File: src/rtl/fpu_pkg.sv
// Shared FPU definitions.
//   - Fraction widths for the supported formats.
//   - Operand-control bundle that travels with each adder-stage operand set.
package fpu_pkg;

    localparam int NF_D = 52;  // double
    localparam int NF_S = 23;  // single
    localparam int NF_H = 10;  // half

    // Per-operation control bits presented alongside r/s/t.
    typedef struct packed {
        logic invz;        // negate the aligned addend
        logic killprod;    // addend dominates, drop the product
        logic proddenorm;  // product denormal, keeps the product alive
        logic selsum1;     // pick the +1 compound sum
        logic negsum;      // external negate request
    } op_ctrl_t;

endpackage

File: src/rtl/fma_compound_add.sv
// Compound carry-propagate adder for the FMA adder stage.
// Produces sv+cv and sv+cv+1 (both modulo 2^SW) from a carry-save pair.
// Kept separate so a prefix-tree implementation can be dropped in later.
// Ports:
//   sv, cv  in  SW  carry-save sum / carry vectors
//   sum0    out SW  sv + cv
//   sum1    out SW  sv + cv + 1
module fma_compound_add #(
    parameter int SW = 114
) (
    input  logic [SW-1:0] sv,
    input  logic [SW-1:0] cv,
    output logic [SW-1:0] sum0,
    output logic [SW-1:0] sum1
);

    localparam logic [SW-1:0] ONE_SW = {{(SW-1){1'b0}}, 1'b1};

    // Both sums from the same operands; carries out of the MSB are dropped.
    always_comb begin
        sum0 = sv + cv;
        sum1 = sv + cv + ONE_SW;
    end

endmodule

File: src/rtl/fma_add_pipe.sv
// Two-stage pipelined FMA product/addend adder with valid/ready flow control.
//   S1: masks the product (killprod), conditionally negates the addend and
//       registers the operands; a 3:2 CSA then reduces them to (sv, cv).
//   S2: compound CPA (+0/+1), selects and conditionally inverts the result;
//       all result outputs are registered.
// Ports:
//   clk, reset_n               clock, async active-low reset
//   in_valid / in_ready        operand handshake
//   flush                      synchronous kill of all in-flight work
//   r, s  [PW]                 partial products
//   t     [SW]                 aligned addend
//   invz, killprod, proddenorm, selsum1, negsum   operand control
//   out_valid / out_ready      result handshake
//   sum [SW], negsum0, negsum1, sumzero            result
module fma_add_pipe
    import fpu_pkg::*;
#(
    parameter int NF      = 52,
    parameter int PW      = 2*(NF+1),
    parameter int SW      = PW+NF,
    parameter bit AUTONEG = 1'b1
) (
    input  logic          clk,
    input  logic          reset_n,
    input  logic          in_valid,
    output logic          in_ready,
    input  logic          flush,
    input  logic [PW-1:0] r,
    input  logic [PW-1:0] s,
    input  logic [SW-1:0] t,
    input  logic          invz,
    input  logic          killprod,
    input  logic          proddenorm,
    input  logic          selsum1,
    input  logic          negsum,
    output logic          out_valid,
    input  logic          out_ready,
    output logic [SW-1:0] sum,
    output logic          negsum0,
    output logic          negsum1,
    output logic          sumzero
);

    localparam logic [SW-1:0]    ZERO_SW = {SW{1'b0}};
    localparam logic [SW-1:0]    ONE_SW  = {{(SW-1){1'b0}}, 1'b1};
    localparam logic [SW-PW-1:0] ZEXT    = {(SW-PW){1'b0}};

    // ---------------- handshake ----------------
    logic s1_valid_r, s2_valid_r;
    logic s1_adv_s, s2_adv_s, s1_load_s, s2_load_s;

    // Stage advance terms; in_ready depends only on out_ready and state.
    always_comb begin
        s2_adv_s  = ~s2_valid_r | out_ready;
        s1_adv_s  = ~s1_valid_r | s2_adv_s;
        s1_load_s = s1_adv_s & in_valid & ~flush;
        s2_load_s = s2_adv_s & s1_valid_r & ~flush;
    end

    assign in_ready = s1_adv_s;

    // Valid bits: flush wins over both accept and consume.
    always_ff @(posedge clk or negedge reset_n) begin
        if (!reset_n) begin
            s1_valid_r <= 1'b0;
            s2_valid_r <= 1'b0;
        end else if (flush) begin
            s1_valid_r <= 1'b0;
            s2_valid_r <= 1'b0;
        end else begin
            if (s1_adv_s) begin
                s1_valid_r <= in_valid;
            end else begin
                s1_valid_r <= s1_valid_r;
            end
            if (s2_adv_s) begin
                s2_valid_r <= s1_valid_r;
            end else begin
                s2_valid_r <= s2_valid_r;
            end
        end
    end

    // ---------------- stage 1 ----------------
    op_ctrl_t      ctrl_s;
    logic          kill_s;
    logic [SW-1:0] r2_s, s2_s, t2_s;

    // Operand conditioning: proddenorm keeps the product even if killprod is set.
    always_comb begin
        ctrl_s = '{invz: invz, killprod: killprod, proddenorm: proddenorm,
                   selsum1: selsum1, negsum: negsum};
        kill_s = ctrl_s.killprod & ~ctrl_s.proddenorm;
        if (kill_s) begin
            r2_s = ZERO_SW;
            s2_s = ZERO_SW;
        end else begin
            r2_s = {ZEXT, r};
            s2_s = {ZEXT, s};
        end
        if (ctrl_s.invz) begin
            t2_s = ~t + ONE_SW;
        end else begin
            t2_s = t;
        end
    end

    logic [SW-1:0] r2_r, s2_r, t2_r;
    logic          sel_r, neg_r;

    // S1 operand registers, loaded only on accept.
    always_ff @(posedge clk or negedge reset_n) begin
        if (!reset_n) begin
            r2_r  <= ZERO_SW;
            s2_r  <= ZERO_SW;
            t2_r  <= ZERO_SW;
            sel_r <= 1'b0;
            neg_r <= 1'b0;
        end else if (s1_load_s) begin
            r2_r  <= r2_s;
            s2_r  <= s2_s;
            t2_r  <= t2_s;
            sel_r <= ctrl_s.selsum1;
            neg_r <= ctrl_s.negsum;
        end else begin
            r2_r  <= r2_r;
            s2_r  <= s2_r;
            t2_r  <= t2_r;
            sel_r <= sel_r;
            neg_r <= neg_r;
        end
    end

    // ---------------- stage 2 ----------------
    logic [SW-1:0] sv_s, cv_s, maj_s;

    // 3:2 CSA; the carry out of bit SW-1 is discarded (modulo arithmetic).
    always_comb begin
        sv_s  = r2_r ^ s2_r ^ t2_r;
        maj_s = (r2_r & s2_r) | (r2_r & t2_r) | (s2_r & t2_r);
        cv_s  = {maj_s[SW-2:0], 1'b0};
    end

    logic [SW-1:0] sum0_s, sum1_s;

    fma_compound_add #(.SW(SW)) u_cpa (
        .sv   (sv_s),
        .cv   (cv_s),
        .sum0 (sum0_s),
        .sum1 (sum1_s)
    );

    logic [SW-1:0] pick_s, res_s;
    logic          neg_eff_s;

    // Select +0/+1 sum and invert when the effective sign is negative.
    always_comb begin
        if (sel_r) begin
            pick_s = sum1_s;
        end else begin
            pick_s = sum0_s;
        end
        if (AUTONEG) begin
            neg_eff_s = pick_s[SW-1];
        end else begin
            neg_eff_s = neg_r;
        end
        res_s = pick_s ^ {SW{neg_eff_s}};
    end

    logic [SW-1:0] sum_r;
    logic          negsum0_r, negsum1_r, sumzero_r;

    // S2 result registers; they hold while the consumer stalls.
    always_ff @(posedge clk or negedge reset_n) begin
        if (!reset_n) begin
            sum_r     <= ZERO_SW;
            negsum0_r <= 1'b0;
            negsum1_r <= 1'b0;
            sumzero_r <= 1'b0;
        end else if (s2_load_s) begin
            sum_r     <= res_s;
            negsum0_r <= sum0_s[SW-1];
            negsum1_r <= sum1_s[SW-1];
            sumzero_r <= (res_s == ZERO_SW);
        end else begin
            sum_r     <= sum_r;
            negsum0_r <= negsum0_r;
            negsum1_r <= negsum1_r;
            sumzero_r <= sumzero_r;
        end
    end

    assign out_valid = s2_valid_r;
    assign sum       = sum_r;
    assign negsum0   = negsum0_r;
    assign negsum1   = negsum1_r;
    assign sumzero   = sumzero_r;

endmodule

File: config.mk
export PLATFORM = sky130hd
export DESIGN_NAME = fma_add_pipe
export DESIGN_NICKNAME = d
export VERILOG_FILES = /design/src/rtl/fpu_pkg.sv /design/src/rtl/fma_compound_add.sv /design/src/rtl/fma_add_pipe.sv
export SDC_FILE = /design/constraint.sdc
export NUM_CORES = 2
export LEC_CHECK = 0
export CAP_MARGIN = 20
export CORE_ASPECT_RATIO = 1.75
export CORE_UTILIZATION = 34
export CTS_BUF_LIST = sky130_fd_sc_hd__clkbuf_8 sky130_fd_sc_hd__clkbuf_16
export DETAILED_ROUTE_END_ITERATION = 6
export PLACE_DENSITY = 0.55
export SYNTH_ARGS = -nofsm -noshare
export SYNTH_HDL_FRONTEND = slang
export SYNTH_SLANG_ARGS = --single-unit
File: constraint.sdc
create_clock -name clk -period 8.9 [get_ports clk]
set_input_delay 0.89 -clock clk [delete_from_list [all_inputs] [get_ports clk]]
set_output_delay 0.89 -clock clk [all_outputs]
set_load 0.05 [all_outputs]
== Yosys cells after proc, flatten, opt, wreduce, memory -nomap -nowiden ==
Index checks and enable logic that the tools add are counted.

* Register bits: 534
* Output and inout port bits: 163

* Add/subtract/negate cells: 3
* Muxes and demuxes: 8
* Bitwise gates (word level): 20
* Reduce and logical (&&, ||, !) cells: 3

{| class="wikitable"
|+ Operators by type and width
! operator !! count
|-
| 158-bit by 1-bit adder with 158-bit output, second input constant || 2
|-
| 158-bit 2-to-1 mux || 2
|-
| 106-bit by 157-bit AND with 157-bit output || 2
|-
| 157-bit bitwise OR || 2
|-
| 106-bit 2-to-1 mux || 2
|-
| 158-bit adder || 1
|-
| 158-bit zero test || 1
|-
| 158-bit inverter || 1
|-
| 106-bit by 158-bit XOR with 158-bit output || 1
|-
| 158-bit XOR || 1
|-
| 106-bit AND || 1
|-
| 106-bit XOR || 1
|-
| 1-bit AND || 5
|-
| 1-bit 2-to-1 mux || 4
|-
| 1-bit inverter || 4
|-
| 2-bit nonzero test || 2
|-
| 1-bit bitwise OR || 2
|}

== Logic depth before layout (Yosys ltp) ==
* Depth in word-level cells: 8
* Gate-level depth with buffers: 28
* Gate-level depth less buffers: 24

== Cells and area by module ==
A second synthesis with hierarchy kept.

* Cell total of the unflattened synthesis: 6455
* Area total of the unflattened synthesis: 49880.3 um^2

{| class="wikitable"
|+ By module, submodules not included
! module !! times used !! cells an instance !! area each (um^2) !! sequential area each (um^2)
|-
| fma_add_pipe || 1 || 3456 || 31433.9 || 13337.8
|-
| fma_compound_add || 1 || 2999 || 18446.4 || 0.0
|}

== Worst setup path before layout ==
OpenSTA, ideal clock, no wires.

* Path kind: register -> register
* Start point: reg r2_r[1]
* End point: reg sumzero_r, in the netlist sumzero
* Library setup time: 0.104 ns
* Arrival time: 6.474 ns
* Path slack: 2.323 ns
* Stages on the path, launching flop included: 24
* Buffers on the path: 2
* Period minus slack after synthesis: 6.577 ns
* Path through: dfrtp_1 > fa_1 > ha_1 > inv_1 > fa_1 > nor2b_1 > o31a_1 > o21ai_1 > a211oi_1 > o21a_1 > nor3_1 > nand4bb_1 > or4b_1 > clkbuf_1 > or2_1 > buf_6 > or4_4 > nor2_1 > xor2_1 > or4_1 > or4_1 > a2111oi_0 > nand4_1 > o41ai_2

* Word-level cells in the longest chain between the ends: 8
* Elaborated cells between the ends (all ways): 11
* Classes of those cells: add/sub: 2; mux: 1; bitwise: 7; reduce/logical: 1

{| class="wikitable"
|+ RTL lines
! element !! RTL line !! source
|-
| start, declared || fma_add_pipe.sv:108 || <nowiki>logic [SW-1:0] r2_r, s2_r, t2_r;</nowiki>
|-
| start signal, assigned || fma_add_pipe.sv:120 || <nowiki>r2_r <= r2_s;</nowiki>
|-
| start signal, assigned || fma_add_pipe.sv:126 || <nowiki>r2_r <= r2_r;</nowiki>
|-
| 106-bit AND / 106-bit by 157-bit AND with 157-bit output (equally long branches) || fma_add_pipe.sv:140 || <nowiki>maj_s = (r2_r & s2_r) | (r2_r & t2_r) | (s2_r & t2_r);</nowiki>
|-
| 157-bit bitwise OR (2 in series) || fma_add_pipe.sv:140 ||
|-
| 158-bit adder * || fma_compound_add.sv:21, fma_compound_add.sv:22 ||
|-
| 158-bit by 1-bit adder with 158-bit output || fma_compound_add.sv:22 || <nowiki>sum1 = sv + cv + ONE_SW;</nowiki>
|-
| 158-bit 2-to-1 mux * || fma_add_pipe.sv:158 || <nowiki>if (sel_r) begin</nowiki>
|-
| 158-bit XOR * || fma_add_pipe.sv:168 || <nowiki>res_s = pick_s ^ {SW{neg_eff_s}};</nowiki>
|-
| 158-bit zero test * || fma_add_pipe.sv:185 || <nowiki>sumzero_r <= (res_s == ZERO_SW);</nowiki>
|-
| end signal, assigned || fma_add_pipe.sv:185 ||
|-
| end signal, assigned || fma_add_pipe.sv:190 || <nowiki>sumzero_r <= sumzero_r;</nowiki>
|-
| end, declared || fma_add_pipe.sv:172 || <nowiki>logic negsum0_r, negsum1_r, sumzero_r;</nowiki>
|}

Mark *: on every way between the ends. The rest lies on a longest branch, timed or not.
A chain may end at the register's enable or synchronous reset.

== Worst setup path in the final report ==
* Start point: reg r2_r[23]
* End point: reg sumzero_r, in the netlist sumzero

The elaborated chain is that of the path after synthesis.

==> reports/results.ini <==
[floorplanning]
rows = 174
dieArea_sq_um = 131000
die_h_um = 479
io_pins = 543
initial_core_util_pct = 34.3
fp.dieW_um = 274
design.core.area_sq_um = 129000

[logic_synthesis]
netlist_instances = 5628
yosys_warnings = 0
yosysSeqAreaShare_pct = 30.2
async_reset_ff_share_pct = 100
mappedNetlistNets = 6223
synth_cell_types = 115
postSynthAreaPerCell_sq_um = 7.85
netlist_area_sq_um = 44200
ys.flop_type = dfrtp_1
ys_ff_latch = 533
synth_edf_count = 0

[clock_network]
post-cts-setup-buffers = 0
cts_resized = 0
tritoncts = yes
insertion_delay_ps = 660
cts_max_level = 2
clock_sinks = 533
path_clk_slew_ps = 70
clockBufferDepth = 3
cts_made_buffers = 53
holdBufCountCts = 0
clk_root_buffer_cell = clkbuf_16

[placed_design]
gp_congestion = 1.04
port_buffers = 540
placed_cells = 7747
dpl.hpwl_um = 162000

[global_route]
grt_pass1_wl_um = 285000
grt_pass1_vias = 44200
grt_use_total_pct = 28.9
antenna_found_initial = 2
grt_max_degree = 240
grt_overflow_total = 0

[timing]
relSlewSlack_pct = 20.4
timing.hold.ws_ps = 322
fin_setup_tns_ps = 0
maxSlewViolCount = 0
min_period_ps = 8520
skew_ps = 21.2
timing.final.crit_share_pct = 95.7
worst_pin_slew_ps = 1180
rsz0062_at_grt = no
fmax_mhz = 117
setup_viol = 0
hold_violations = 0

[worst_setup_path]
worstSetupStartpointType = register
endpoint_kind = register
arrival_ps = 9070
cp_data_required_time_ps = 9450
r2r_setup_slack_ps = 380
critPathKind = register to register
path_max_fanout = 8

[detailed_routing]
postRouteAntennaNets = 0
wl_met3_um = 8530
drc = 37
wl_um = 193000
avgRoutedWirePerCell_um = 24.6
via_count = 44500
viasPerCell = 5.67
m1WireLength_um = 75200
dr.max_layer_used = met4
dr.first_iter.drc_count = 3373
drtPass1Iterations = 7
wl_met2_um = 97000

[power]
ir_worst_vdd_v = 0.000157
power_w = 0.0164
power_density_nw_per_um2 = 303
leakagePower_nw = 21.8

[cells_and_area]
areaGrowthSynthToFinish_pct = 22.6
drive_gt1_share_pct = 6.87
fin_nets = 6725
stdcell_count = 7847
final_core_util_pct = 42.1

[outcome]
outcome = finished with violations
violations = design-rule violations

[flow_run]
maxCapViolCount = 0

[worst_hold_path]
hold_class = primary input to async pin

-- through the flow --
stage | instance area (sq um) | worst slack (ps)
floorplan | 44200 | 2320
global route | 54100 | 133
detailed placement | 52200 | 510
finish | 54100 | 379
global placement | 52200 | 514
CTS | 54100 | 467
-- per-layer routing --
metal	track usage, %	up-vias
met2	51.2	1473
li1	-	21200
met1	33.9	21500
met3	2.80	398
met4	16.1	0
met5	0	-
-- flip-flops by register name, summed over array words and instances, names as in the netlist --
| signal | flops |
|---|---|
| sumzero | 1 |
| negsum0 | 1 |
| s1_valid_r | 1 |
| sel_r | 1 |
| t2_r | 158 |
| out_valid | 1 |
| s2_r | 106 |
| negsum1 | 1 |
| r2_r | 106 |
| sum | 157 |
-- cell usage in the layout, fill, tap and decap left out, drive strengths merged, types with 30 or more instances in the layout --
master,instances
a211oi,37
a21o,31
a21oi,251
and2,40
and3,57
and4,56
buf,226
clkbuf,66
clkdlybuf4s50,538
dfrtp,533
fa,107
ha,108
inv,59
nand2,1155
nand3,339
nand4,190
nor2,325
nor3,160
nor4,110
o211ai,42
o21a,31
o21ai,548
o31ai,56
o41ai,30
or2,43
or3,66
or4,48
xnor2,305
xor2,258
-- worst max-delay path: stages, from the launching register on --
cell and delay [ps]:
dfrtp_1 400, fa_1 500, ha_1 430, a21oi_1 280, o21ai_0 330, a21o_1 300
a221oi_1 580, a21boi_0 290, a2111oi_0 920, nand4bb_1 290, nor4bb_1 490, nand2b_1 100
nor4_1 350, and3_1 360, nand4_1 290, buf_4 260, xor2_4 180, buf_4 160
or4_1 520, a2111oi_0 600, buf_4 220, nand4_1 80, buf_4 180, o41ai_2 320
-- synthesized netlist by cell type, drive strengths merged (56+ instances only) --
cell | number | area (sq um)
nand2 | 1155 | 4340
or3 | 66 | 418
nor2 | 325 | 1220
nor4 | 110 | 741
nand3 | 339 | 1700
nand4 | 190 | 1200
dfrtp | 533 | 13300
ha | 108 | 1350
xnor2 | 305 | 2680
nor3 | 160 | 827
a21oi | 251 | 1310
clkbuf | 226 | 850
o21ai | 548 | 2750
o31ai | 56 | 420
and3 | 57 | 357
xor2 | 258 | 2260
and4 | 56 | 495
buf | 91 | 467
fa | 107 | 2140
-- power by group --
group	switching [W]	internal, W	leakage, nW
clock network	0.00105	0.00142	0.952
registers	0.000447	0.00297	6.68
logic	0.00708	0.00344	14.1
total	0.00857	0.00783	21.8
-- final timing paths --
| path | startpoint | endpoint | cells after the start |
|---|---|---|---|
| worst max-delay path | r2_r[23]$_DFFE_PN0P_ | sumzero$_DFFE_PN0P_ | 23 |
| worst min-delay path | reset_n | r2_r[34]$_DFFE_PN0P_ | 1 |
| worst max register to register | r2_r[23]$_DFFE_PN0P_ | sumzero$_DFFE_PN0P_ | 23 |
| worst min register to register | sum[129]$_DFFE_PN0P_ | sum[129]$_DFFE_PN0P_ | 2 |
| max in group asynchronous | reset_n | t2_r[138]$_DFFE_PN0P_ | 3 |
| min in group clk | sum[129]$_DFFE_PN0P_ | sum[129]$_DFFE_PN0P_ | 2 |
-- logic make-up (layout without fill, tap and decap cells) --
family	after synthesis	count (layout)	synth area share, %
multiplexers	19	19	0.465
XOR/XNOR	564	564	11.2
other	1	3	0.00849
AO/OA/AOI/OAI	1220	1220	16.9
buffers and inverters	366	911	3.40
flip-flops	533	533	30.2
adder cells (fa/ha/maj)	215	215	7.91
AND/OR/NAND/NOR	2710	2710	29.9
-- area by class of cell --
class,count,area (sq um)
Fill cell,13300,74500
Multi-Input combinational cell,4729,29400
Sequential cell,533,13300
Timing Repair Buffer,764,7240
Tap cell,1672,2090
Clock buffer,66,1530
Clock inverter,32,373
Inverter,49,184
Antenna cell,2,5.00
Note: power is estimated with default switching activity, not from simulation.
